==> config.mk <==
export PLATFORM = sky130hd
export DESIGN_NAME = cfu_seq
export DESIGN_NICKNAME = d
export VERILOG_FILES = /design/src/rtl/cfu_seq.sv
export SDC_FILE = /design/constraint.sdc
export NUM_CORES = 1
export LEC_CHECK = 0
export CAP_MARGIN = 20
export CORE_ASPECT_RATIO = 1.1
export CORE_MARGIN = 2
export CORE_UTILIZATION = 30
export DETAILED_ROUTE_END_ITERATION = 10
export DONT_BUFFER_PORTS = 1
export GPL_ROUTABILITY_DRIVEN = 0
export SYNTH_ARGS = -nofsm -noshare
export SYNTH_HDL_FRONTEND = slang
export SYNTH_SLANG_ARGS = --single-unit
==> constraint.sdc <==
create_clock -name clk_i -period 2.52 [get_ports clk_i]
set_input_delay 0.504 -clock clk_i [delete_from_list [all_inputs] [get_ports clk_i]]
set_output_delay 0.504 -clock clk_i [all_outputs]
set_load 0.005 [all_outputs]
==> src/rtl/cfu_seq.sv <==
// cfu_seq: sequencer between the CPU execute stage and a multi-cycle CFU datapath.
// Captures a CFU instruction, pulses dp_start_o and stalls the CPU until the datapath
// reports done or the busy counter expires. Ops flagged in FAST_MASK pass straight through.
module cfu_seq #(
  parameter logic [7:0]  FAST_MASK   = 8'h00,
  parameter int unsigned TIMEOUT     = 256,
  parameter logic [31:0] TIMEOUT_VAL = 32'hDEADBEEF
) (
  input  logic        clk_i,
  input  logic        rst_i,
  input  logic        en_i,
  input  logic [2:0]  funct3_i,
  input  logic [6:0]  funct7_i,
  input  logic [31:0] src1_i,
  input  logic [31:0] src2_i,
  output logic        stall_o,
  output logic [31:0] rslt_o,
  output logic        dp_start_o,
  output logic [2:0]  dp_funct3_o,
  output logic [6:0]  dp_funct7_o,
  output logic [31:0] dp_src1_o,
  output logic [31:0] dp_src2_o,
  input  logic        dp_done_i,
  input  logic [31:0] dp_rslt_i,
  output logic        err_o
);

  localparam int unsigned CntW = $clog2(TIMEOUT + 1);

  typedef enum logic [1:0] {StIdle, StBusy, StDone} state_e;

  state_e          state_q, state_d;
  logic [2:0]      f3_q;
  logic [6:0]      f7_q;
  logic [31:0]     s1_q, s2_q;
  logic [31:0]     rslt_q, rslt_d;
  logic [CntW-1:0] cnt_q, cnt_d;
  logic            start_q, start_d;
  logic            err_q, err_d;
  logic            issue;
  logic            fast;

  assign fast       = FAST_MASK[funct3_i];
  assign dp_start_o = start_q;
  assign err_o      = err_q;

  // State, counter, captured operands/result and sticky error register.
  always_ff @(posedge clk_i) begin
    if (rst_i) begin
      state_q <= StIdle;
      f3_q    <= '0;
      f7_q    <= '0;
      s1_q    <= '0;
      s2_q    <= '0;
      rslt_q  <= '0;
      cnt_q   <= '0;
      start_q <= 1'b0;
      err_q   <= 1'b0;
    end else begin
      state_q <= state_d;
      rslt_q  <= rslt_d;
      cnt_q   <= cnt_d;
      start_q <= start_d;
      err_q   <= err_d;
      if (issue) begin
        f3_q <= funct3_i;
        f7_q <= funct7_i;
        s1_q <= src1_i;
        s2_q <= src2_i;
      end
    end
  end

  // Next-state logic and all outputs; every output is zero unless a state drives it.
  always_comb begin
    state_d     = state_q;
    rslt_d      = rslt_q;
    cnt_d       = cnt_q;
    start_d     = 1'b0;
    err_d       = err_q;
    issue       = 1'b0;
    stall_o     = 1'b0;
    rslt_o      = '0;
    dp_funct3_o = '0;
    dp_funct7_o = '0;
    dp_src1_o   = '0;
    dp_src2_o   = '0;
    unique case (state_q)
      StIdle: begin
        if (en_i) begin
          if (fast) begin
            dp_funct3_o = funct3_i;
            dp_funct7_o = funct7_i;
            dp_src1_o   = src1_i;
            dp_src2_o   = src2_i;
            rslt_o      = dp_rslt_i;
          end else begin
            issue   = 1'b1;
            stall_o = 1'b1;
            cnt_d   = '0;
            start_d = 1'b1;
            state_d = StBusy;
          end
        end
      end
      StBusy: begin
        stall_o     = 1'b1;
        dp_funct3_o = f3_q;
        dp_funct7_o = f7_q;
        dp_src1_o   = s1_q;
        dp_src2_o   = s2_q;
        cnt_d       = cnt_q + CntW'(1);
        // A done on the final counted cycle still wins over the timeout.
        if (dp_done_i) begin
          rslt_d  = dp_rslt_i;
          state_d = StDone;
        end else if (cnt_q == CntW'(TIMEOUT - 1)) begin
          rslt_d  = TIMEOUT_VAL;
          err_d   = 1'b1;
          state_d = StDone;
        end
      end
      StDone: begin
        dp_funct3_o = f3_q;
        dp_funct7_o = f7_q;
        dp_src1_o   = s1_q;
        dp_src2_o   = s2_q;
        if (en_i) rslt_o = rslt_q;
        state_d = StIdle;
      end
      default: state_d = StIdle;
    endcase
  end

endmodule
==> results_tabular.tex, run 1 <==
\begin{tabular}{lr}
\hline
Metric & Value \\
\hline
\multicolumn{2}{l}{\textbf{Run status}} \\
Status & finished clean \\
\multicolumn{2}{l}{\textbf{Yosys}} \\
Warning count from the yosys run & 0 \\
Most common cell in the netlist & sky130\_fd\_sc\_hd\_\_nand2\_1 \\
FFs w/ async S/R, synth & 0 \\
Mapped Avg Cell Area & $\sim$7.6 µm² \\
Xor-xnor portion of the synthesized cell area & 0 \\
Largest family of logic cells by synthesized area & simple AND/OR/NAND/NOR gates \\
Cell taking the most area after synthesis & sky130\_fd\_sc\_hd\_\_dfxtp\_1 \\
Net count after synthesis & around 780 \\
Post-synthesis sequential area ratio & 0.4713 \\
Share of cell area taken by muxes after synthesis & 0.001980 \\
Top cell types by occurrence after synthesis & 155 x sky130\_fd\_sc\_hd\_\_nand2\_1, 119 x sky130\_fd\_sc\_hd\_\_dfxtp\_1, 78 x sky130\_fd\_sc\_hd\_\_a21oi\_1 \\
Main area contributors after synthesis & sky130\_fd\_sc\_hd\_\_dfxtp\_1 47\%, sky130\_fd\_sc\_hd\_\_nand2\_1 12\%, sky130\_fd\_sc\_hd\_\_and2\_1 9.4\% \\
Area share of fa/ha/maj cells after synthesis & 0.01238 \\
Synth Register Bits & 119 \\
Area fraction in compound gates after synthesis & 0.1131 \\
Main synth FF type & sky130\_fd\_sc\_hd\_\_dfxtp\_1 \\
Simple-gate portion of the synthesized area & 0.3547 \\
Gate count of the mapped netlist & between 600 and 700 \\
Count of different cell masters after synthesis & 36 \\
Share of the synthesized area in the top cell type & 0.4713 \\
Mapped Area & a little over 0.005 mm² \\
Post-synth EDFFs & 0 \\
\multicolumn{2}{l}{\textbf{STA}} \\
Setup repair after global routing missed its margin & no \\
Final-report max-slew violation count & 0 \\
Worst setup margin & roughly 360 ps \\
Minimum clock period & $\sim$2200 ps \\
Hold Vio Cnt, Final & 0 \\
Worst max-slew margin expressed relative to the limit & 0.5851 \\
Total Negative Setup Slacks & 0 ps \\
Final setup violation count & 0 \\
Worst Max-Slew Pin Slew & between 600 and 700 ps \\
Portion of the clock cycle consumed by the worst path in the final layout & 0.8572 \\
Max Clock Skew & about 8.5 ps \\
Peak clock frequency supported by timing & roughly 460 MHz \\
\multicolumn{2}{l}{\textbf{Setup path}} \\
Crit-path max FO & 74 \\
Reg-to-reg slack, setup & around 440 ps \\
CP Capture Type & primary output \\
Critical path arrival & between 1500 and 2000 ps \\
Reg2reg start & cnt\_q[0] \\
CP cell instances & inv\_1 > ha\_2 > buf\_12 > and2\_1 \\
Worst reg2reg path depth & 9 \\
Worst path slowest cell & sky130\_fd\_sc\_hd\_\_ha\_2 \\
Worst setup path endpoint & dp\_src2\_o[16] \\
Capture point of the worst reg-to-reg path & rslt\_q[2] \\
Critical path origin & state\_q[0] \\
Endpoint required time on the critical path & roughly 2000 ps \\
Launching element type of the critical path & register \\
Largest incremental delay on the critical path & between 300 and 400 ps \\
Type of the setup path with the least slack & reg2out \\
\multicolumn{2}{l}{\textbf{Routing}} \\
Number of antenna-violating nets in the routed design & 0 \\
DR pass1 iterations & 4 \\
Wire length after detailed routing & roughly 13000 µm \\
Detailed-route DRC error count & 0 \\
Routed length per instance & 15.17 µm \\
Drt via density & approximately 5.0 \\
Drt initial violations & about 240 \\
Total via count in the routed design & 4248 \\
\multicolumn{2}{l}{\textbf{Clocking}} \\
Root Driver & sky130\_fd\_sc\_hd\_\_clkbuf\_16 \\
Number of clock sinks & 119 \\
Resized cells post-CTS & 0 \\
Maximum clock path buffer count & 2 \\
Total setup buffers inserted after CTS & 0 \\
Number of clock buffers inserted by TritonCTS & 17 \\
Count of hold buffers inserted by post-cts repair & 0 \\
Total number of H-tree levels & 4 \\
TritonCTS clock tree & done \\
Post-CTS clock slew at the launch and capture registers of the worst setup and hold paths & $\sim$60 ps \\
Clock latency on the worst-skew pair & between 400 and 500 ps \\
\multicolumn{2}{l}{\textbf{Global routing}} \\
Global-route wire length before repair & around 20000 µm \\
Number of antenna violations at the first check in global routing & 1 \\
Tot GR Track Use & 0.1421 \\
Vias in the first global route & 3837 \\
Gr ovfl total & 0 \\
Largest net degree at the start of global routing & approximately 120 \\
\multicolumn{2}{l}{\textbf{Layout}} \\
Area growth from synthesis to layout & 14.08\% \\
Final-stage net count & $\sim$750 \\
Combined area of the multi-input logic cells & 0.002444 mm² \\
Share of final-layout standard cells stronger than drive strength 1 & 0.07055 \\
\# fillers & approximately 1700 \\
Sequential Area & approximately 0.0024 mm² \\
Antenna diode count & 0 \\
Final Core Density & 0.3510 \\
\multicolumn{2}{l}{\textbf{Pwr}} \\
Power density cells & about 830 mW/mm² \\
Max rail drop VDD & between 0.4 and 0.5 mV \\
Leakage component of the power & 2.283 nW \\
Seq pwr share & 0.429 \\
Net Switching & about 1.2 mW \\
Cell Int Power & 3.593 mW \\
Share of total power in combinational logic & 0.093 \\
Proportion of power drawn by the clock network & 0.478 \\
Switching share of power & 0.2518 \\
\multicolumn{2}{l}{\textbf{Placed design}} \\
IO Port Bufs & 0 \\
Dpl hpwl & 8266 µm \\
Post-placement setup slack & 480.0 ps \\
\multicolumn{2}{l}{\textbf{Hold path}} \\
Hold Crit Start & rst\_i \\
Kind of path behind the tightest hold check & in2reg \\
Count of cells along the worst hold path & 1 \\
\multicolumn{2}{l}{\textbf{Floorplan}} \\
Count of pins on the block boundary & between 200 and 250 \\
Starting density of the core & 0.3076 \\
Floorplan core area & 0.01643 mm² \\
Horizontal die dimension & roughly 130 µm \\
Die extent in y & approximately 140 µm \\
Cell Rows & 49 \\
Die outline area & between 0.015 and 0.02 mm² \\
\multicolumn{2}{l}{\textbf{Job}} \\
Max cap viols & 0 \\
\hline
\end{tabular}
-- flip-flops by register name (all words and copies together), names as in the netlist, 2 cells and up --
register,cells
state_q,2
f3_q,3
rslt_q,32
f7_q,7
cnt_q,9
s1_q,32
s2_q,32
-- layer usage --
layer / vias up / share of wire / global-route usage
met5: - / 0.00085 / 0
met4: 2 / 0.018 / 0.06073
met3: 21 / 0.11 / 0.06952
met2: 182 / 0.44 / 0.2131
met1: 1929 / 0.43 / 0.1727
li1: 2114 / - / -
-- worst min path at each step --
stage / slack, ps / endpoint
5_1_grt: 130 / rslt_q[8]
6_report: 160 / rslt_q[8]
4_1_cts: 130 / rslt_q[8]
2_1_floorplan: 430 / f3_q[0]
3_3_place_gp: 430 / s2_q[25]
3_5_place_dp: 440 / s2_q[19]
-- worst max-delay path: cells and delay by family (launching register included) --
family | cells | cell delay (ps)
adder cells (fa/ha/maj) | 1 | 340
flip-flops | 1 | 330
buffers and inverters | 2 | 290
AND/OR/NAND/NOR | 1 | 220
-- cells in the final DEF, fill, tap and decap left out, types with 2 or more instances in the layout --
master                       instances
sky130_fd_sc_hd__nor3b_1             3
sky130_fd_sc_hd__clkbuf_8            3
sky130_fd_sc_hd__a22oi_1             8
sky130_fd_sc_hd__clkinvlp_4          4
sky130_fd_sc_hd__nor2b_1             2
sky130_fd_sc_hd__dfxtp_1           119
sky130_fd_sc_hd__o21ai_0             5
sky130_fd_sc_hd__a31oi_1             3
sky130_fd_sc_hd__nand4_1             2
sky130_fd_sc_hd__nand2b_1            4
sky130_fd_sc_hd__clkbuf_16          17
sky130_fd_sc_hd__and3_1             32
sky130_fd_sc_hd__nand2_1           154
sky130_fd_sc_hd__clkinv_2            5
sky130_fd_sc_hd__a21oi_1            78
sky130_fd_sc_hd__nor3_1             26
sky130_fd_sc_hd__ha_1                4
sky130_fd_sc_hd__a211oi_1            2
sky130_fd_sc_hd__inv_1               5
sky130_fd_sc_hd__clkinv_4            2
sky130_fd_sc_hd__nand3_1             4
sky130_fd_sc_hd__nor2_1             69
sky130_fd_sc_hd__buf_12              3
sky130_fd_sc_hd__buf_4               5
sky130_fd_sc_hd__and2_1             75
-- per-stage QoR --
stage | total power, mW | std cells | hold WS (ps) | cell area [µm²]
global route | 5.045 | 856 | 134.0 | 5767
floorplan | 2.468 | 664 | 431.7 | 5055
finish | 4.802 | 856 | 157.5 | 5767
CTS | 4.897 | 856 | 132.0 | 5767
detailed placement | 2.559 | 824 | 436.3 | 5197
global placement | 2.549 | 824 | 432.3 | 5197
-- cell type report --
class | instances | area share
Clock inverter | 12 | 0.01779
Multi-Input combinational cell | 488 | 0.4237
Tap cell | 204 | 0.04426
Timing Repair Buffer | 8 | 0.01692
Sequential cell | 119 | 0.4131
Inverter | 5 | 0.003255
Clock buffer | 20 | 0.08093
-- power groups by stage --
stage	Sequential (mW)	Clock [mW]	Combinational (mW)
2_1_floorplan	2.08	0	0.383
3_3_place_gp	2.10	0	0.453
5_1_grt	2.07	2.46	0.511
6_report	2.06	2.30	0.446
3_5_place_dp	2.10	0	0.459
4_1_cts	2.06	2.38	0.458
-- cells by family (layout without fill, tap and decap cells) --
kind of cell	Yosys count	in the layout
and+or+nand+nor	378	378
DFF	119	119
AOI/OAI and AO/OA	104	104
buffers and inverters	57	45
adders and majority gates	5	5
muxes	1	1
Note: power is estimated with default switching activity, not from simulation.
==> run 2: changes to the inputs <==
- ABC_CLOCK_PERIOD_IN_PS: not set -> 2000
- clock period: 2.52 -> 2 ns (I/O delays scaled with it)
==> run 2 against run 1 <==
Die area stayed put. Critical endpoint is now dp_src2_o[5]. Total power increased by 39%. Non-clock buffer count increased by 15.
==> results_tabular.tex, run 2 (synthesized netlist as in run 1, its figures left out) <==
\begin{tabular}{lr}
\hline
Metric & Value \\
\hline
\multicolumn{2}{l}{\textbf{Floorplan}} \\
Floorplan core area & 0.01643 mm² (unchanged) \\
Die extent in y & 140.1 µm (unchanged) \\
Starting density of the core & 0.3076 (unchanged) \\
Die outline area & 0.01791 mm² (unchanged) \\
Horizontal die dimension & 127.8 µm (unchanged) \\
Cell Rows & 49 (unchanged) \\
Count of pins on the block boundary & 219 (unchanged) \\
\multicolumn{2}{l}{\textbf{Routing}} \\
Number of antenna-violating nets in the routed design & 0 (unchanged) \\
Drt initial violations & 264 (was 242) \\
Wire length after detailed routing & 14560 µm (was 12990 µm) \\
Top sig layer & met5 (unchanged) \\
Drt via density & 5.028 (was 4.963) \\
DR pass1 iterations & 4 (unchanged) \\
Total via count in the routed design & 4379 (was 4248) \\
Routed length per instance & 16.72 µm (was 15.17 µm) \\
DR WL met3 & 1349 µm (was 1395 µm) \\
Met1 wire length & 6238 µm (was 5648 µm) \\
Detailed-route DRC error count & 0 (unchanged) \\
Met2 wire len & 6795 µm (was 5693 µm) \\
\multicolumn{2}{l}{\textbf{Clocking}} \\
Number of clock buffers inserted by TritonCTS & 17 (unchanged) \\
Clock latency on the worst-skew pair & 420 ps (was 410 ps) \\
Total number of H-tree levels & 4 (unchanged) \\
Root Driver & sky130\_fd\_sc\_hd\_\_clkbuf\_16 (unchanged) \\
Number of clock sinks & 119 (unchanged) \\
Post-CTS clock slew at the launch and capture registers of the worst setup and hold paths & 60 ps (about the same) \\
TritonCTS clock tree & done (unchanged) \\
Maximum clock path buffer count & 2 (unchanged) \\
\multicolumn{2}{l}{\textbf{Pwr}} \\
Net Switching & 1.653 mW (was 1.209 mW) \\
Switching share of power & 0.2485 (was 0.2518) \\
Power density cells & 1079 mW/mm² (was 832.8 mW/mm²) \\
Max rail drop VDD & 0.5018 mV (was 0.4006 mV) \\
Proportion of power drawn by the clock network & 0.492 (was 0.478) \\
Cell Int Power & 4.999 mW (was 3.593 mW) \\
Seq pwr share & 0.391 (was 0.429) \\
Share of total power in combinational logic & 0.117 (was 0.093) \\
Leakage component of the power & 2.469 nW (was 2.283 nW) \\
\multicolumn{2}{l}{\textbf{Placed design}} \\
Dpl hpwl & 8363 µm (was 8266 µm) \\
Total placed instance area & 0.005233 mm² (was 0.005197 mm²) \\
IO Port Bufs & 0 (unchanged) \\
Number of instances in the placed design & 827 (was 824) \\
\multicolumn{2}{l}{\textbf{Setup path}} \\
Endpoint required time on the critical path & 1600 ps (was 2020 ps) \\
Capture point of the worst reg-to-reg path & rslt\_q[15] (was rslt\_q[2]) \\
CP Capture Type & primary output (unchanged) \\
Reg2reg start & cnt\_q[0] (unchanged) \\
Critical path arrival & 1540 ps (was 1660 ps) \\
Launching element type of the critical path & register (unchanged) \\
Type of the setup path with the least slack & reg2out (unchanged) \\
Reg-to-reg slack, setup & 140 ps (was 440 ps) \\
Crit-path max FO & 6 (was 74) \\
Worst reg2reg path depth & 9 (unchanged) \\
\multicolumn{2}{l}{\textbf{STA}} \\
Setup repair after global routing missed its margin & yes (was no) \\
Total Negative Setup Slacks & 0 ps (unchanged) \\
Final-report max-slew violation count & 0 (unchanged) \\
Peak clock frequency supported by timing & between 500 and 600 MHz \\
Max Clock Skew & 15.37 ps (was 8.542 ps) \\
Final setup violation count & 0 (unchanged) \\
Post-route worst hold slack & 49.15 ps (was 157.5 ps) \\
Hold Vio Cnt, Final & 0 (unchanged) \\
Minimum clock period & a little under 2000 ps \\
Worst max-slew margin expressed relative to the limit & 0.6976 (was 0.5851) \\
Worst Max-Slew Pin Slew & 453.5 ps (was 622.4 ps) \\
Portion of the clock cycle consumed by the worst path in the final layout & 0.9717 \\
\multicolumn{2}{l}{\textbf{Layout}} \\
Final instance area & 0.006163 mm² (was 0.005767 mm²) \\
Most used cells in the layout excluding fill and tap cells & 154 x sky130\_fd\_sc\_hd\_\_nand2\_1, 115 x sky130\_fd\_sc\_hd\_\_dfxtp\_1, 78 x sky130\_fd\_sc\_hd\_\_a21oi\_1 (was 154 x sky130\_fd\_sc\_hd\_\_nand2\_1, 119 x sky130\_fd\_sc\_hd\_\_dfxtp\_1, 78 x sky130\_fd\_sc\_hd\_\_a21oi\_1) \\
\# fillers & 1708 (was 1726) \\
Final Core Density & 0.3751 (was 0.3510) \\
Share of final-layout standard cells stronger than drive strength 1 & 0.1304 (was 0.07055) \\
Combined area of the multi-input logic cells & 0.002514 mm² (was 0.002444 mm²) \\
Commonest non-fill, non-tap cell in the layout & sky130\_fd\_sc\_hd\_\_nand2\_1 (unchanged) \\
Registers with the highest flip-flop counts & rslt\_q: 32 flops, s1\_q: 32 flops, s2\_q: 32 flops (unchanged) \\
Final-stage net count & 769 (was 754) \\
Area growth from synthesis to layout & 21.93\% (was 14.08\%) \\
Sequential Area & 0.002387 mm² (was 0.002382 mm²) \\
Fin cells & 871 (was 856) \\
Antenna diode count & 0 (unchanged) \\
\multicolumn{2}{l}{\textbf{Hold path}} \\
Hold Crit Start & rst\_i (unchanged) \\
Count of cells along the worst hold path & 1 (unchanged) \\
Kind of path behind the tightest hold check & in2reg (unchanged) \\
Worst Hold Path EP & rslt\_q[16] (was rslt\_q[8]) \\
\multicolumn{2}{l}{\textbf{Job}} \\
Max cap viols & 0 (unchanged) \\
\multicolumn{2}{l}{\textbf{Global routing}} \\
Global-route wire length before repair & 19890 µm (was 20100 µm) \\
Gr ovfl total & 0 (unchanged) \\
Tot GR Track Use & 0.1417 (was 0.1421) \\
Number of antenna violations at the first check in global routing & 1 (unchanged) \\
Largest net degree at the start of global routing & 119 (unchanged) \\
Vias in the first global route & 3859 (was 3837) \\
\multicolumn{2}{l}{\textbf{Run status}} \\
Status & finished clean (unchanged) \\
\hline
\end{tabular}
==> run 2: cell count changes in the layout (fill, tap and decap cells not counted), moves of 4 or more <==
cell,change
sky130_fd_sc_hd__and2_1,-16
sky130_fd_sc_hd__and2_4,+16
sky130_fd_sc_hd__clkbuf_16,+4
sky130_fd_sc_hd__dfxtp_1,-4
sky130_fd_sc_hd__dfxtp_2,+4
==> run 2: area by class of cell <==
| cell class | count | share of cell area |
|---|---|---|
| clock buffer | 18 | 0.07125 |
| clock inverter | 14 | 0.03207 |
| inverter | 5 | 0.003045 |
| multi-input combinational | 488 | 0.4078 |
| sequential | 119 | 0.3873 |
| tap | 204 | 0.04141 |
| timing repair buffer | 23 | 0.05704 |
==> run 2: worst max-delay path by stage <==
stage | start | cells past startpoint | endpoint
final | state_q[0] | 5 | dp_src2_o[5]
after global routing | cnt_q[0] | 9 | rslt_q[21]
after CTS | state_q[1] | 4 | dp_funct7_o[1]
after detailed placement | cnt_q[0] | 8 | rslt_q[17]
after global placement | cnt_q[0] | 8 | rslt_q[14]
after floorplan | cnt_q[0] | 9 | rslt_q[10]
==> run 2: power by group through the flow <==
stage	logic, mW	clock network, mW	registers (mW)
floorplan	0.483	0	2.63
global placement	0.581	0	2.64
detailed placement	0.587	0	2.65
CTS	0.626	3.36	2.60
global route	0.867	3.46	2.62
finish	0.781	3.27	2.60
==> run 2: layer usage <==
layer  vias to the layer above  GRT usage
met5                         -          0
met4                         2    0.06073
met3                        13    0.06264
met2                       176     0.2218
met1                      2034     0.1685
li1                       2154          -
==> run 2: repair_timing <==
action,in CTS,in global routing
pin swaps,1,2
buffers inserted,0,3
cloned,1,8
setup endpoints to repair,82,72
hold buffers,0,0
gates resized for setup,6,26
==> run 2: through the flow <==
step	setup WS, ps	total power, mW
after floorplan	181.6	3.109
after global placement	-4.558	3.222
after detailed placement	-28.40	3.232
after CTS	-19.83	6.583
after global routing	-6.757	6.937
final	56.56	6.652
==> run 2: worst max-delay path, stage by stage, from the launching register on <==
cell and delay, ps:
sky130_fd_sc_hd__dfxtp_2 330, sky130_fd_sc_hd__inv_2 50, sky130_fd_sc_hd__ha_4 280, sky130_fd_sc_hd__buf_12 140, sky130_fd_sc_hd__clkbuf_16 160, sky130_fd_sc_hd__and2_1 160
